--- config.mk ---
export PLATFORM = sky130hd
export DESIGN_NAME = stream_mux_arb
export DESIGN_NICKNAME = d
export VERILOG_FILES = /design/src/rtl/stream_mux_arb.sv
export SDC_FILE = /design/constraint.sdc
export NUM_CORES = 1
export LEC_CHECK = 0
export ABC_AREA = 1
export CORE_ASPECT_RATIO = 0.8
export CORE_UTILIZATION = 38
export DETAILED_ROUTE_END_ITERATION = 6
export GPL_TIMING_DRIVEN = 0
export PLACE_DENSITY = 0.77
export RECOVER_POWER = 100
export SLEW_MARGIN = 20
export SYNTH_ARGS = -nofsm -noshare
export SYNTH_HDL_FRONTEND = slang
export SYNTH_SLANG_ARGS = --single-unit
--- constraint.sdc ---
create_clock -name clk -period 1.5 [get_ports clk]
set_input_delay 0.3 -clock clk [delete_from_list [all_inputs] [get_ports clk]]
set_output_delay 0.3 -clock clk [all_outputs]
set_load 0.03 [all_outputs]
--- src/rtl/stream_mux_arb.sv ---
// rtl/stream_mux_arb.sv - N-to-1 packet-locked stream multiplexer with internal arbiter
// A channel keeps the grant until its last beat; the output stage is a single register slice.
module stream_mux_arb #(
    parameter int NUM_CH   = 4,
    parameter int WIDTH    = 8,
    parameter int ARB_MODE = 0
) (
    input  logic                      clk,
    input  logic                      rst,
    input  logic [NUM_CH*WIDTH-1:0]   in_data,
    input  logic [NUM_CH-1:0]         in_valid,
    input  logic [NUM_CH-1:0]         in_last,
    output logic [NUM_CH-1:0]         in_ready,
    output logic [WIDTH-1:0]          out_data,
    output logic                      out_valid,
    output logic                      out_last,
    output logic [$clog2(NUM_CH)-1:0] out_sel,
    input  logic                      out_ready
);
    localparam int SW = $clog2(NUM_CH);

    typedef enum logic {
        S_IDLE   = 1'b0,
        S_LOCKED = 1'b1
    } state_t;

    state_t           state_q;
    logic [SW-1:0]    grant_q;
    logic [SW-1:0]    grant_d;
    logic [SW-1:0]    rr_ptr_q;
    logic [SW-1:0]    rr_ptr_d;
    logic [WIDTH-1:0] out_data_q;
    logic             out_valid_q;
    logic             out_last_q;
    logic [SW-1:0]    out_sel_q;

    logic             can_load;
    logic             xfer;
    logic [WIDTH-1:0] sel_data;
    logic             sel_last;
    logic             sel_valid;
    logic             arb_found;
    logic [SW:0]      arb_sum;
    logic [SW-1:0]    arb_idx;

    assign can_load = !out_valid_q || out_ready;
    assign xfer     = (state_q == S_LOCKED) && can_load && sel_valid;
    assign rr_ptr_d = (grant_q == SW'(NUM_CH - 1)) ? '0 : grant_q + SW'(1);

    // Search order starts at rr_ptr (round-robin) or at channel 0 (fixed priority).
    always_comb begin
        grant_d   = '0;
        arb_found = 1'b0;
        arb_sum   = '0;
        arb_idx   = '0;
        for (int k = 0; k < NUM_CH; k++) begin
            if (ARB_MODE == 1) begin
                arb_idx = SW'(k);
            end else begin
                arb_sum = {1'b0, rr_ptr_q} + (SW+1)'(k);
                if (arb_sum >= (SW+1)'(NUM_CH)) begin
                    arb_sum = arb_sum - (SW+1)'(NUM_CH);
                end
                arb_idx = arb_sum[SW-1:0];
            end
            if (!arb_found && in_valid[arb_idx]) begin
                grant_d   = arb_idx;
                arb_found = 1'b1;
            end
        end
    end

    // Ready depends only on state and downstream space, never on in_valid.
    always_comb begin
        sel_data  = '0;
        sel_last  = 1'b0;
        sel_valid = 1'b0;
        in_ready  = '0;
        for (int c = 0; c < NUM_CH; c++) begin
            if (grant_q == SW'(c)) begin
                sel_data    = in_data[c*WIDTH +: WIDTH];
                sel_last    = in_last[c];
                sel_valid   = in_valid[c];
                in_ready[c] = (state_q == S_LOCKED) && can_load;
            end
        end
    end

    always_ff @(posedge clk) begin
        if (rst) begin
            state_q     <= S_IDLE;
            grant_q     <= '0;
            rr_ptr_q    <= '0;
            out_data_q  <= '0;
            out_valid_q <= 1'b0;
            out_last_q  <= 1'b0;
            out_sel_q   <= '0;
        end else begin
            if (xfer) begin
                out_data_q  <= sel_data;
                out_last_q  <= sel_last;
                out_sel_q   <= grant_q;
                out_valid_q <= 1'b1;
            end else if (out_ready) begin
                out_valid_q <= 1'b0;
            end

            case (state_q)
                S_IDLE: begin
                    if (|in_valid) begin
                        grant_q <= grant_d;
                        state_q <= S_LOCKED;
                    end
                end
                S_LOCKED: begin
                    if (xfer && sel_last) begin
                        state_q  <= S_IDLE;
                        rr_ptr_q <= rr_ptr_d;
                    end
                end
                default: state_q <= S_IDLE;
            endcase
        end
    end

    assign out_data  = out_data_q;
    assign out_valid = out_valid_q;
    assign out_last  = out_last_q;
    assign out_sel   = out_sel_q;

endmodule
* Word level (Yosys, flattened, before mapping) *
Index checks and enable logic that the tools add are counted.

operators by class
  add/subtract/negate cells = 8
  magnitude comparators = 8
  equality and inequality tests = 3
  multiplexer cells = 41
  bitwise logic cells = 1
  reductions and logical operators = 16

operator list
  kind                                                                   count
  8-bit 2-to-1 mux                                                       4
  1-bit 2-to-1 mux                                                       23
  2-bit 2-to-1 mux                                                       9
  2-bit by 3-bit < comparator with 1-bit output, second input constant   4
  3-bit >= comparator, second input constant                             3
  1-bit binary-select mux with 2-bit select                              4
  2-bit by 1-bit subtractor with 2-bit output, second input constant     4
  2-bit by 2-bit adder with 3-bit output, second input constant          2
  1-bit logical AND                                                      6
  2-bit == test, second input constant                                   2
  1-bit zero test                                                        4
  2-bit AND reduction                                                    2
  4-bit OR reduction                                                     1
  2-bit by 1-bit adder with 3-bit output, second input constant          1
  2-bit by 3-bit >= comparator with 1-bit output, second input constant  1
  2-bit by 1-bit adder with 2-bit output, second input constant          1
  2-bit by 1-bit == test with 1-bit output, second input constant        1
  2-bit zero test                                                        1
  1-bit one-hot mux with 2 select lines                                  1
  2-bit nonzero test                                                     1
  1-bit logical OR                                                       1
  1-bit inverter                                                         1

word-level totals
  flip-flop bits (word level) = 17
  bits of input ports = 43
  output and inout bits = 16
  logic and storage cells = 84

* Depth between registers and ports, before layout *
  depth after elaboration = 14
  gate-level depth with buffers = 11

* Worst setup path before layout *
OpenSTA, ideal clock, no wires.

  path kind = register -> output
  start = register grant_q[0]
  end = output port in_ready[2]
  arrival time = 1237 ps
  data required time = 1200 ps
  slack = -37 ps
  stages on the path, launching flop included = 6
  cell sequence = dfxtp_1 > inv_1 > ha_1 > inv_1 > clkbuf_1 > nor2_1

between the ends
  cells in the longest elaborated chain, start to end = 2

ends and longest elaborated chain
  item                      RTL line  RTL
  start: declaration        28        logic [SW-1:0] grant_q;
  start signal: assignment  111       grant_q <= grant_d;
  2-bit == test             80        if (grant_q == SW'(c)) begin
  1-bit 2-to-1 mux          80
  end: declaration          13        output logic [NUM_CH-1:0] in_ready,

Every way passes these cells.

* Final worst setup path *
  start = register grant_q[1]
  end = output port in_ready[3]

Same word-level chain as after synthesis.

==> metrics.csv <==
metric,value,unit
Initial DRC Count,69,
H-tree levels,1,
Worst Hold Depth,2,
type of the worst min-delay path,reg -> reg,
largest net degree at the start of global routing,12,
effective utilization at floorplan,41.2,%
first-pass GRT wire length,6530,µm
area of the multi-input gates,972,µm²
synth top area cells,"dfxtp_1 26%, nand2_1 19%, nor2_1 9.2%",
CP endpoint kind,output pin,
Logic pwr share,64.0,%
Synth Net Count,263,
post-synthesis sequential area ratio,26.0,%
later-pin clock latency in the skew report,0.25,ns
die area,3680,µm²
root cell of the clock tree,clkbuf_8,
placer congestion estimate,0.914,
Die Span Y,54.5,µm
initial antenna violation count,0,
sequential share of power,23.6,%
switching pwr,1.18,mW
Final Setup Violations,13,
register area,348,µm²
"flops & latches, synth",17,
Post-DP HPWL,2910,µm
Total Power,2.65,mW
Placement Rows,18,
Critical Path Start Type,flop,
total gr overflow,0,
Least-Margin Pin Slew,0.324,ns
total track usage,23.8,%
vias per cell,4.78,
Netlist Area Pre-Place,1310,µm²
clk slew on worst S/H paths,0.06,ns
Crit path largest cell delay,0.39,ns
P&R area growth vs syn,73.6,%
Worst slew margin,78.5,%
die width,67.6,µm
min Tclk post-route,1.58,ns
maximum clock frequency,633,MHz
worst-path maximum fanout,5,
vias in the first global route,1430,
dpl cell area,1940,µm²
Synth area leader,dfxtp_1,
Cells after DPL,314,
clk buf depth,2,
Yosys cell types,23,
Crit path arrival time,1.28,ns
DRT Pass-1 Iters,4,
Final Slew Violations,0,
Clk pwr share,12.4,%
top-area cell type share of the netlist area,26.0,%
antenna cells,0,
layout cells sized above 1,26.2,%
Setup TNS Final,-0.352,ns
Yosys warning count,0,
max-cap viol count,0,
Pleak,1.07,nW
post-layout util,71.5,%
Syn Inst Count,216,
cts bufs inserted,3,
CP max-delay cell,dfxtp_4,
PnR worst setup slack,-0.0791,ns
PD cells,1170,nW/µm²
drt drc,0,
design area,2270,µm²
Filler cells,261,
Via Count,1577,
IO Count,59,
Layout Cells excl Fill,330,
critical-path cell list,ha_2 > buf_6 > inv_2 > nor2_4 > buf_6,
Nets,338,
failing checks,negative setup slack,
CP required,1.20,ns
clk sinks,17,
status,"complete, but fails checks",
Placeable Area,3180,µm²
syn_area_per_cell,6.05,µm²
Post-DRT Antenna Nets,0,
# port buffers,58,
post-route clock period utilization,105,%
Total Wirelength,4090,µm
cell mode on critical path,buf_6,
final hold vios,0,
Switching Share,44.5,%
clock tree from TritonCTS,yes,
critical path type,reg -> out,
R2R depth,10,
unrepaired setup endpoints after global routing,true,
worst ir drop on vdd,787,µV
clk_skew,0.00549,ns
DR WL/cell,12.4,µm
Pint,1.47,mW
[layer usage]
metal	track usage, %	share of wire [%]	routed length [µm]
met5	0	0	0
met4	7.45	1.2	49
met3	2.71	4.9	200
met2	40.4	46	1880
met1	31.6	48	1960
[path summary, 6_finish.rpt]
kind / from / end / slack (ns)
max: grant_q[1] / in_ready[3] / -0.08
min: out_last / out_last / 0.47
min reg2reg: out_last / out_last / 0.47
max reg2reg: grant_q[0] / rr_ptr_q[1] / -0.06
[power by group through the flow]
stage	sequential, mW	combinational (mW)	clock [mW]
floorplan	0.747	0.786	0
global placement	0.617	1.35	0
detailed placement	0.617	1.36	0
CTS	0.623	1.56	0.336
global route	0.642	1.86	0.356
finish	0.625	1.70	0.329
[what timing repair did]
action,CTS,global route
pin swaps,7,19
hold buffers,0,0
endpoints found under the setup margin,31,20
buffers inserted,10,1
hold endpoints to repair,0,0
cloned,2,0
gates resized for setup,86,28
[kinds of logic (layout without fill, tap and decap cells)]
kind of cell	count (synthesis)	after routing	synth area share [%]
adder cells (fa/ha/maj)	4	4	3.83
AND/OR/NAND/NOR	118	119	38.5
flip-flops	17	17	26.0
AO/OA/AOI/OAI	48	48	21.1
buffers and inverters	29	102	10.6
[cell usage in the layout, fill, tap and decap left out, types with 2 or more instances in the layout]
| cell type | Yosys | routed |
|---|---|---|
| a21oi_2 | 2 | 3 |
| o21ai_1 | 9 | 19 |
| nor2_2 | 0 | 2 |
| dlymetal6s2s_1 | 0 | 2 |
| buf_6 | 3 | 8 |
| nor2_4 | 1 | 4 |
| inv_4 | 0 | 4 |
| dfxtp_4 | 0 | 2 |
| o21ai_0 | 22 | 4 |
| clkbuf_8 | 0 | 3 |
| dfxtp_1 | 17 | 15 |
| buf_4 | 1 | 12 |
| clkdlybuf4s50_1 | 0 | 39 |
| nand2_1 | 67 | 60 |
| inv_2 | 4 | 4 |
| nand2_4 | 0 | 2 |
| a21oi_4 | 1 | 2 |
| nand3b_1 | 2 | 2 |
| buf_12 | 0 | 2 |
| ha_4 | 0 | 3 |
| o21ai_2 | 0 | 8 |
| nand2_2 | 7 | 12 |
| nand3_1 | 7 | 7 |
| inv_1 | 16 | 12 |
| dlygate4sd2_1 | 0 | 13 |
| nor2_1 | 32 | 28 |
| a21oi_1 | 13 | 11 |
[layout make-up]
type	count	share of cell area (%)
multi-input cells	171	42.8
repair buffers	70	29.7
flip-flops and latches	17	15.3
plain buffers	8	4.24
inverters	20	3.75
well taps	40	2.21
clock buffers	4	1.98
[synth_stat cells]
master    count
o21ai_1       9
dfxtp_1      17
nand2_1      67
nand3b_1      2
inv_1        16
buf_6         3
nand4_1       1
clkbuf_1      2
nor2_8        1
a21oi_1      13
nor2_4        1
inv_2         4
a21oi_4       1
nand2_2       7
buf_4         1
buf_2         2
nor2_1       32
a21oi_2       2
ha_1          4
clkbuf_2      1
o21ai_0      22
nand3_1       7
o211ai_4      1
[per-stage QoR]
step / hold slack [ns] / setup slack (ns)
floorplan: 0.362 / 0.00238
global placement: 0.470 / -0.644
detailed placement: 0.470 / -0.659
CTS: 0.475 / -0.0493
global route: 0.509 / -0.140
finish: 0.475 / -0.0791
[registers in the layout (all words and copies together), names as in the netlist]
register / count
rr_ptr_q: 2
out_last: 1
grant_q: 2
out_valid: 1
state_q: 1
out_sel: 2
out_data: 8
[critical path, delay by kind of cell (launching register included)]
kind          cells  cell delay (ns)
fa+ha+maj         1             0.23
simple gates      1             0.09
buf+inv           3             0.31
flops             1             0.39
Note: power is estimated with default switching activity, not from simulation.
